$ cat config.mk
export PLATFORM = sky130hd
export DESIGN_NAME = ym_dbg_capture
export DESIGN_NICKNAME = d
export VERILOG_FILES = /design/src/rtl/ym_dbg_capture_pkg.sv /design/src/rtl/ym_dbg_fifo2.sv /design/src/rtl/ym_dbg_capture.sv
export SDC_FILE = /design/constraint.sdc
export NUM_CORES = 1
export LEC_CHECK = 0
export CAP_MARGIN = 20
export CORE_MARGIN = 3
export CORE_UTILIZATION = 59
export CTS_CLUSTER_DIAMETER = 120
export DETAILED_ROUTE_END_ITERATION = 12
export PLACE_DENSITY = 0.85
export SLEW_MARGIN = 20
export SYNTH_ARGS = -nofsm -noshare
export SYNTH_HDL_FRONTEND = slang
export SYNTH_SLANG_ARGS = --single-unit
$ cat constraint.sdc
create_clock -name MCLK -period 5.55 [get_ports MCLK]
set_input_delay 1.3875 -clock MCLK [delete_from_list [all_inputs] [get_ports MCLK]]
set_output_delay 1.3875 -clock MCLK [all_outputs]
set_load 0.01 [all_outputs]
$ cat src/rtl/ym_dbg_capture_pkg.sv
// ---------------------------------------------------------------------------
// ym_dbg_capture_pkg
// Shared definitions for the debug-chain capture block.
//   IDX_W        : width of the word-position field carried with each word
//   cap_state_t  : capture FSM state (IDLE waits for load, RUN samples bits)
// ---------------------------------------------------------------------------
package ym_dbg_capture_pkg;

  localparam int IDX_W = 4;

  typedef enum logic {
    IDLE = 1'b0,
    RUN  = 1'b1
  } cap_state_t;

endpackage

$ cat src/rtl/ym_dbg_fifo2.sv
// ---------------------------------------------------------------------------
// ym_dbg_fifo2
// Two-entry in-order FIFO used as the output buffer of the capture block.
// Ports:
//   MCLK      : clock, rising edge
//   reset     : asynchronous active-low reset, empties the FIFO
//   push      : write request for push_data
//   push_data : entry to write
//   pop       : read request; the head entry is removed
//   head_data : current head entry (oldest)
//   not_empty : at least one entry is held
//   full      : both entries are held
// A push while full is accepted only when a pop happens in the same cycle.
// ---------------------------------------------------------------------------
module ym_dbg_fifo2 #(
  parameter int WIDTH = 8
) (
  input  logic             MCLK,
  input  logic             reset,
  input  logic             push,
  input  logic [WIDTH-1:0] push_data,
  input  logic             pop,
  output logic [WIDTH-1:0] head_data,
  output logic             not_empty,
  output logic             full
);

  logic [WIDTH-1:0] mem [2];
  logic             wr_ptr;
  logic             rd_ptr;
  logic [1:0]       count;
  logic             do_push;
  logic             do_pop;

  // Freeing the head slot in the same cycle makes room for a push into a
  // full buffer, so push acceptance depends on the pop decision.
  always_comb begin
    do_pop  = pop & not_empty;
    do_push = push & (~full | do_pop);
  end

  always_ff @(posedge MCLK or negedge reset) begin
    if (!reset) begin
      mem[0] <= '0;
      mem[1] <= '0;
      wr_ptr <= 1'b0;
      rd_ptr <= 1'b0;
      count  <= 2'd0;
    end else begin
      if (do_push) begin
        mem[wr_ptr] <= push_data;
        wr_ptr      <= ~wr_ptr;
      end
      if (do_pop) begin
        rd_ptr <= ~rd_ptr;
      end
      case ({do_push, do_pop})
        2'b10:   count <= count + 2'd1;
        2'b01:   count <= count - 2'd1;
        default: count <= count;
      endcase
    end
  end

  always_comb begin
    head_data = mem[rd_ptr];
    not_empty = (count != 2'd0);
    full      = (count == 2'd2);
  end

endmodule

$ cat src/rtl/ym_dbg_capture.sv
// ---------------------------------------------------------------------------
// ym_dbg_capture
// Deserialises frames of WORDS debug words, each DATA_WIDTH bits, shifted
// LSB-first out of a scan chain, and presents them through a 2-entry
// valid/ready output buffer.
// Ports:
//   MCLK       : clock, all state changes on rising edge
//   reset      : asynchronous active-low reset
//   sh         : shift strobe, one serial bit per cycle with sh=1
//   load       : frame start (chain parallel-load cycle, no bit sampled)
//   sin        : serial data from the chain tail
//   out_data   : captured word at the buffer head
//   out_idx    : position of that word in its frame (0 = first out)
//   out_valid  : buffer head holds a word
//   out_ready  : consumer accepts the head word
//   frame_done : one-cycle pulse after the last word of a frame is captured
//   ovf        : sticky flag, a word was dropped because the buffer was full
//   ovf_clr    : clears ovf (an overflow in the same cycle takes priority)
// ---------------------------------------------------------------------------
module ym_dbg_capture
  import ym_dbg_capture_pkg::*;
#(
  parameter int DATA_WIDTH = 8,
  parameter int WORDS      = 4
) (
  input  logic                  MCLK,
  input  logic                  reset,
  input  logic                  sh,
  input  logic                  load,
  input  logic                  sin,
  output logic [DATA_WIDTH-1:0] out_data,
  output logic [IDX_W-1:0]      out_idx,
  output logic                  out_valid,
  input  logic                  out_ready,
  output logic                  frame_done,
  output logic                  ovf,
  input  logic                  ovf_clr
);

  localparam int BIT_W = (DATA_WIDTH > 1) ? $clog2(DATA_WIDTH) : 1;
  localparam int ENT_W = IDX_W + DATA_WIDTH;

  cap_state_t            state;
  cap_state_t            next_state;
  logic [BIT_W-1:0]      bit_cnt;
  logic [IDX_W-1:0]      word_cnt;
  logic [DATA_WIDTH-1:0] shreg;
  logic [DATA_WIDTH-1:0] shift_next;
  logic                  last_bit;
  logic                  last_word;
  logic                  shift_en;
  logic                  push;
  logic                  frame_end;
  logic                  pop;
  logic                  fifo_full;
  logic                  ovf_evt;
  logic [ENT_W-1:0]      head;

  // Bits arrive LSB first, so each new bit enters at the MSB and the
  // register shifts right; after DATA_WIDTH bits the first bit is at bit 0.
  always_comb begin
    shift_next = DATA_WIDTH'({sin, shreg} >> 1);
    last_bit   = (bit_cnt == BIT_W'(DATA_WIDTH - 1));
    last_word  = (word_cnt == IDX_W'(WORDS - 1));
  end

  always_ff @(posedge MCLK or negedge reset) begin
    if (!reset) begin
      state <= IDLE;
    end else begin
      state <= next_state;
    end
  end

  // load always (re)starts a frame, so it is checked before the frame end.
  always_comb begin
    next_state = state;
    case (state)
      IDLE: begin
        if (load) begin
          next_state = RUN;
        end
      end
      RUN: begin
        if (!load && sh && last_bit && last_word) begin
          next_state = IDLE;
        end
      end
      default: next_state = IDLE;
    endcase
  end

  // load suppresses sampling, which also makes it win over a completing shift.
  always_comb begin
    shift_en  = (state == RUN) && sh && !load;
    push      = shift_en && last_bit;
    frame_end = push && last_word;
  end

  always_ff @(posedge MCLK or negedge reset) begin
    if (!reset) begin
      bit_cnt  <= '0;
      word_cnt <= '0;
      shreg    <= '0;
    end else if (load) begin
      bit_cnt  <= '0;
      word_cnt <= '0;
      shreg    <= '0;
    end else if (shift_en) begin
      shreg <= shift_next;
      if (last_bit) begin
        bit_cnt  <= '0;
        word_cnt <= last_word ? '0 : word_cnt + 1'b1;
      end else begin
        bit_cnt <= bit_cnt + 1'b1;
      end
    end
  end

  always_comb begin
    pop     = out_valid & out_ready;
    ovf_evt = push & fifo_full & ~pop;
  end

  ym_dbg_fifo2 #(
    .WIDTH(ENT_W)
  ) u_fifo (
    .MCLK      (MCLK),
    .reset     (reset),
    .push      (push),
    .push_data ({word_cnt, shift_next}),
    .pop       (pop),
    .head_data (head),
    .not_empty (out_valid),
    .full      (fifo_full)
  );

  always_comb begin
    out_idx  = head[ENT_W-1:DATA_WIDTH];
    out_data = head[DATA_WIDTH-1:0];
  end

  // An overflow in the same cycle as ovf_clr keeps the flag set.
  always_ff @(posedge MCLK or negedge reset) begin
    if (!reset) begin
      frame_done <= 1'b0;
      ovf        <= 1'b0;
    end else begin
      frame_done <= frame_end;
      if (ovf_evt) begin
        ovf <= 1'b1;
      end else if (ovf_clr) begin
        ovf <= 1'b0;
      end
    end
  end

endmodule

### Yosys cells after proc, flatten, opt, wreduce, memory -nomap -nowiden

Index checks and enable logic that the tools add are counted.

| cells by class | value |
|---|---|
| $lt $le $gt $ge | 3 |
| multiplexer cells | 21 |
| reductions and logical operators | 15 |
| bitwise logic cells | 13 |
| equality and inequality tests | 5 |
| add/subtract/negate cells | 4 |

Operators with widths:

| cell | count |
|---|---|
| $mux 12 | 4 |
| $bwmux 24 | 1 |
| $mux 4 | 4 |
| $mux 8 | 2 |
| $demux 12 s1 | 1 |
| $reduce_bool 2->1 | 5 |
| $mux 3 | 3 |
| $logic_and 1x1->1 | 8 |
| $and 1x1->1 | 5 |
| $not 1->1 | 5 |
| $add 4x1->4 const B | 1 |
| $eq 2x2->1 const B | 2 |
| $eq 4x2->1 const B | 1 |
| $ge 2x2->1 const B | 2 |
| $mux 1 | 4 |
| $not 1->2 | 2 |
| $pmux 2 s2 | 1 |
| $add 3x1->3 const B | 1 |
| $eq 3x3->1 const B | 1 |
| $add 2x1->2 const B | 1 |
| $eq 2x1->1 const B | 1 |
| $lt 2x1->1 const B | 1 |
| $pmux 1 s2 | 1 |
| $reduce_and 2->1 | 1 |
| 3 further kinds | 3 |

| storage, ports and cells | value |
|---|---|
| output and inout bits | 15 |
| flip-flop bits (word level) | 46 |
| word-level logic and storage cells | 72 |
| bits of input ports | 7 |

### Depth between registers and ports, before layout

| logic depth | value |
|---|---|
| depth in word-level cells | 7 |
| gate-level depth with buffers | 8 |
| gate-level depth less buffers | 8 |

### Modules after synthesis

Synthesis repeated with hierarchy kept, for this count alone.

| unflattened totals | value |
|---|---|
| cells, all modules | 162 |
| area total of the unflattened synthesis | 2,092.0 um^2 |

Modules (own cells, without submodules):

| module | area each (um^2) | cells each | instances | seq. area each (um^2) |
|---|---|---|---|---|
| ym_dbg_fifo2 | 1,330.0 | 82 | 1 | 700.7 |
| ym_dbg_capture | 762.0 | 80 | 1 | 425.4 |

### Worst setup path after synthesis

Ideal clock, no wire load.

| path | value |
|---|---|
| path type | input-to-reg |
| from | input load |
| to | register u_fifo.mem[14] (netlist bit) |
| cell stages on the path | 5 |
| setup slack | 2.923 ns |
| arrival time | 2.501 ns |
| required time | 5.425 ns |
| buffers on the path | 2 |
| library setup time | 0.125 ns |
| cell sequence | buf_2 > nand4b_1 > nor3b_4 > buf_12 > mux2_4 |

| on the way | value |
|---|---|
| word-level cells in the longest chain between the ends | 4 |

RTL lines:

| element | RTL line | source |
|---|---|---|
| start, declared | ym_dbg_capture.sv:29 | `input logic load,` |
| $logic_not 1->1 | ym_dbg_capture.sv:95 | `shift_en = (state == RUN) && sh && !load;` |
| $logic_and 1x1->1 | ym_dbg_capture.sv:95 |  |
| $logic_and 1x1->1 | ym_dbg_capture.sv:96 | `push = shift_en && last_bit;` |
| $and 1x1->1 | ym_dbg_fifo2.sv:39 | `do_push = push & (~full \| do_pop);` |
| end signal, assigned by index | ym_dbg_fifo2.sv:51 | `mem[wr_ptr] <= push_data;` |
| end, declared | ym_dbg_fifo2.sv:28 | `logic [WIDTH-1:0] mem [2];` |

No other way between the ends.
A chain may end at the register's enable or synchronous reset.

### Worst setup path after layout

| path | value |
|---|---|
| from | register u_fifo.rd_ptr |
| to | output out_data[7] |

| on the way | value |
|---|---|
| word-level cells in the longest chain between the ends | 4 |

RTL lines:

| element | RTL line | source |
|---|---|---|
| start, declared | ym_dbg_fifo2.sv:30 | `logic rd_ptr;` |
| start signal, assigned | ym_dbg_fifo2.sv:55 | `rd_ptr <= ~rd_ptr;` |
| $not 1->2 (not written as such) | ym_dbg_fifo2.sv:66 | `head_data = mem[rd_ptr];` |
| $mux 12 (not written as such) (3 in a row) | ym_dbg_fifo2.sv:66 |  |
| end, declared | ym_dbg_capture.sv:31 | `output logic [DATA_WIDTH-1:0] out_data,` |

No other way between the ends. The select of a mux whose other input is x is not followed.

==> impl_results.md <==
- Fmax: 294.7 MHz
- First DRT Iteration DRCs: 84
- Mapped Nets: roughly 170
- Worst Hold Class: reg -> reg
- Deepest clock path buffer count: 2
- Asr flop ratio synth: 100.0%
- Cell Area, Placed: 2255 µm²
- Register area share after synthesis: 55.25%
- Internal power: between 0.4 and 0.5 mW
- CP Class: reg -> out
- Final core occ: 72.56%
- Psw: 0.1616 mW
- Yosys warns: 0
- Worst Tran Pin Value: 0.9467 ns
- Die area: about 4200 µm²
- Final max-slew violation count: 0
- #FFs+latches synth: 45
- DR vias/cell: 5.516
- Fin crit share: between 60% and 70%
- Worst-skew pair later-pin latency: 0.35 ns
- WP data required: 4.16 ns
- Top FF cell, synth: dfrtp_1
- CTS tree: built
- Unrepaired setup endpoints after global routing: no
- Post-Synthesis Cells: about 160
- Layout filler cell count: ~240
- N_diodes: 0
- Setup violators final: 0
- Via count: 1241
- Post-Route WL: roughly 3600 µm
- CTS root buf: clkbuf_4
- GRT Overall Usage: 20.98%
- Placer Congestion: roughly 0.75
- Tmin final: 3.393 ns
- Outcome: finished, final reports clean
- EDFF count, synth: 0
- Sequential power share: around 62%
- Postcts setup bufs: 0
- Initial Util: 64.13%
- Worst hold slack: 0.4923 ns
- Port Buffers: 21
- Remaining antenna violation count after routing: 0
- Synth cell count leaders: 45 x dfrtp_1, 26 x mux2_2, 22 x nand2_1
- Total CTS buffers: 5
- Die width: 64.78 µm
- Mapped cell area: 2038 µm²
- Worst VDD drop: 0.0002634 V
- Total grt overflow: 0
- Final Hold Fails: 0
- Worst Path Arrival: about 2.0 ns
- Synth area leader: dfrtp_1
- PD cells: 260.2 nW/µm²
- Combinational power share: 13.6%
- Core Area: 3178 µm²
- Top cells by area, synth: dfrtp_1 55%, mux2_2 14%, mux2_4 7.4%, nand2_1 4.1%, a21oi_1 2.9%
- CP Capture Type: primary output
- Maxcap violations: 0
- DR pass1 iterations: 4
- Clock Power Share: 24.4%
- Global-route wire length before repair: 6548 µm
- Post-synth top area share: between 50% and 60%
- Fraction of layout cells with a size suffix above 1: 25.97%
- Initial antenna violation count: 0
- DRC: 0
- Number of I/O pins: 22
- Area delta synth->final: 13.14%
- Switch share: 26.94%
- Post-cts sizing count: 0
- Library cells used by synthesis: 30
- Setup_tns: 0 ns
- Routed len/inst: around 16 µm
- Nets: 191
- DP Wirelength: 2504 µm
- Syn avg cell area: 12.90 µm²
- Vias in the first global route: 1361
- Leakage: 1.078 nW
- Htree depth: 2
- Relative slew slack: 36.89%
- Die Ht: 64.78 µm
- Hold buffers post-CTS: 0
- Cell with the most instances after synthesis: dfrtp_1
- Final instance area: between 2000 and 2500 µm²
- Final setup skew: 0.005744 ns
- FP Rows: 20
- Reg clk slew, reported paths: 0.11 ns
- Worst Setup Start Kind: register
- CP max FO: 13
- Clock sink total: 45
- Largest net degree at the start of global routing: 46
==> layer usage <==
| layer | GRT usage [%] | routed length (µm) | up-vias |
|---|---|---|---|
| met5 | 0 | 0 | - |
| met4 | 8.707 | 86 | 0 |
| met3 | 6.239 | 176 | 7 |
| met2 | 35.50 | 1882 | 36 |
| met1 | 24.77 | 1470 | 602 |
| li1 | - | - | 596 |
==> path summary, 6_finish.rpt <==
| kind | endpoint | startpoint | slack, ns | cells past startpoint |
|---|---|---|---|---|
| max in group asynchronous | ovf$_DFFE_PN0P_ | reset | 3.80 | 1 |
| min | u_fifo.count[1]$_DFFE_PN0P_ | u_fifo.count[1]$_DFFE_PN0P_ | 0.49 | 1 |
| min reg2reg | u_fifo.count[1]$_DFFE_PN0P_ | u_fifo.count[1]$_DFFE_PN0P_ | 0.49 | 1 |
| min in group asynchronous | u_fifo.mem[21]$_DFFE_PN0P_ | reset | 1.17 | 1 |
| max reg2reg | u_fifo.mem[12]$_DFFE_PN0P_ | bit_cnt[0]$_DFFE_PN0P_ | 3.21 | 5 |
| max | out_data[7] | u_fifo.rd_ptr$_DFFE_PN0P_ | 2.16 | 2 |
==> power groups by stage <==
stage          Clock, mW  Combinational, mW  Sequential [mW]
2_1_floorplan          0             0.0679            0.360
3_3_place_gp           0             0.0783            0.376
3_5_place_dp           0             0.0823            0.379
4_1_cts            0.153             0.0831            0.373
5_1_grt            0.169             0.0919            0.376
6_report           0.147             0.0814            0.372
==> placed cells by master (no fill, tap or decap), drive strengths merged <==
cell and instances:
nor2b 1, clkinv 2, xnor2 3, xor2 2, or3b 1, mux2i 2, clkbuf 6, clkdlybuf4s50 20
ha 4, nor3b 2, mux2 36, nand3 5, or3 2, buf 1, inv 1, o22ai 1
or2 1, o21ai 1, and2 3, dfrtp 45, nand4 1, nor2 4, nand2 22, and4b 1
nand4b 1, a21oi 12, a21o 1
==> layout make-up <==
| cell class | instances | area, µm² | area share, % |
|---|---|---|---|
| Timing Repair Buffer | 21 | 205.2 | 8.899 |
| Inverter | 1 | 3.754 | 0.1628 |
| Clock buffer | 6 | 41.29 | 1.791 |
| Tap cell | 44 | 55.05 | 2.387 |
| Sequential cell | 45 | 1126 | 48.83 |
| Multi-Input combinational cell | 106 | 864.6 | 37.49 |
| Clock inverter | 2 | 10.01 | 0.4341 |
==> critical path: stages, from the launching register on <==
cell and delay [ns]:
dfrtp_1 0.74, mux2_2 0.41, clkdlybuf4s50_1 0.50
==> per-stage QoR <==
stage / power [mW] / setup WS, ns / instances
finish: 0.6000 / 2.157 / 225
floorplan: 0.4275 / 2.923 / 158
CTS: 0.6087 / 2.107 / 225
detailed placement: 0.4612 / 1.812 / 217
global placement: 0.4542 / 1.843 / 217
global route: 0.6369 / 2.035 / 225
==> kinds of logic after synthesis <==
family	count (synthesis)	share of synthesized area, %
XOR/XNOR	5	2.149
adder cells (fa/ha/maj)	4	2.456
flip-flops	45	55.25
buffers and inverters	7	2.332
AND/OR/NAND/NOR	44	11.23
multiplexers	38	22.71
AO/OA/AOI/OAI	15	3.868
==> registers in the layout (all words and copies together) (netlist names), 2 cells and up <==
| name | cells |
|---|---|
| bit_cnt | 3 |
| word_cnt | 4 |
| u_fifo.mem | 24 |
| shreg | 7 |
| u_fifo.count | 2 |
Power figures use the tool's default switching activity.
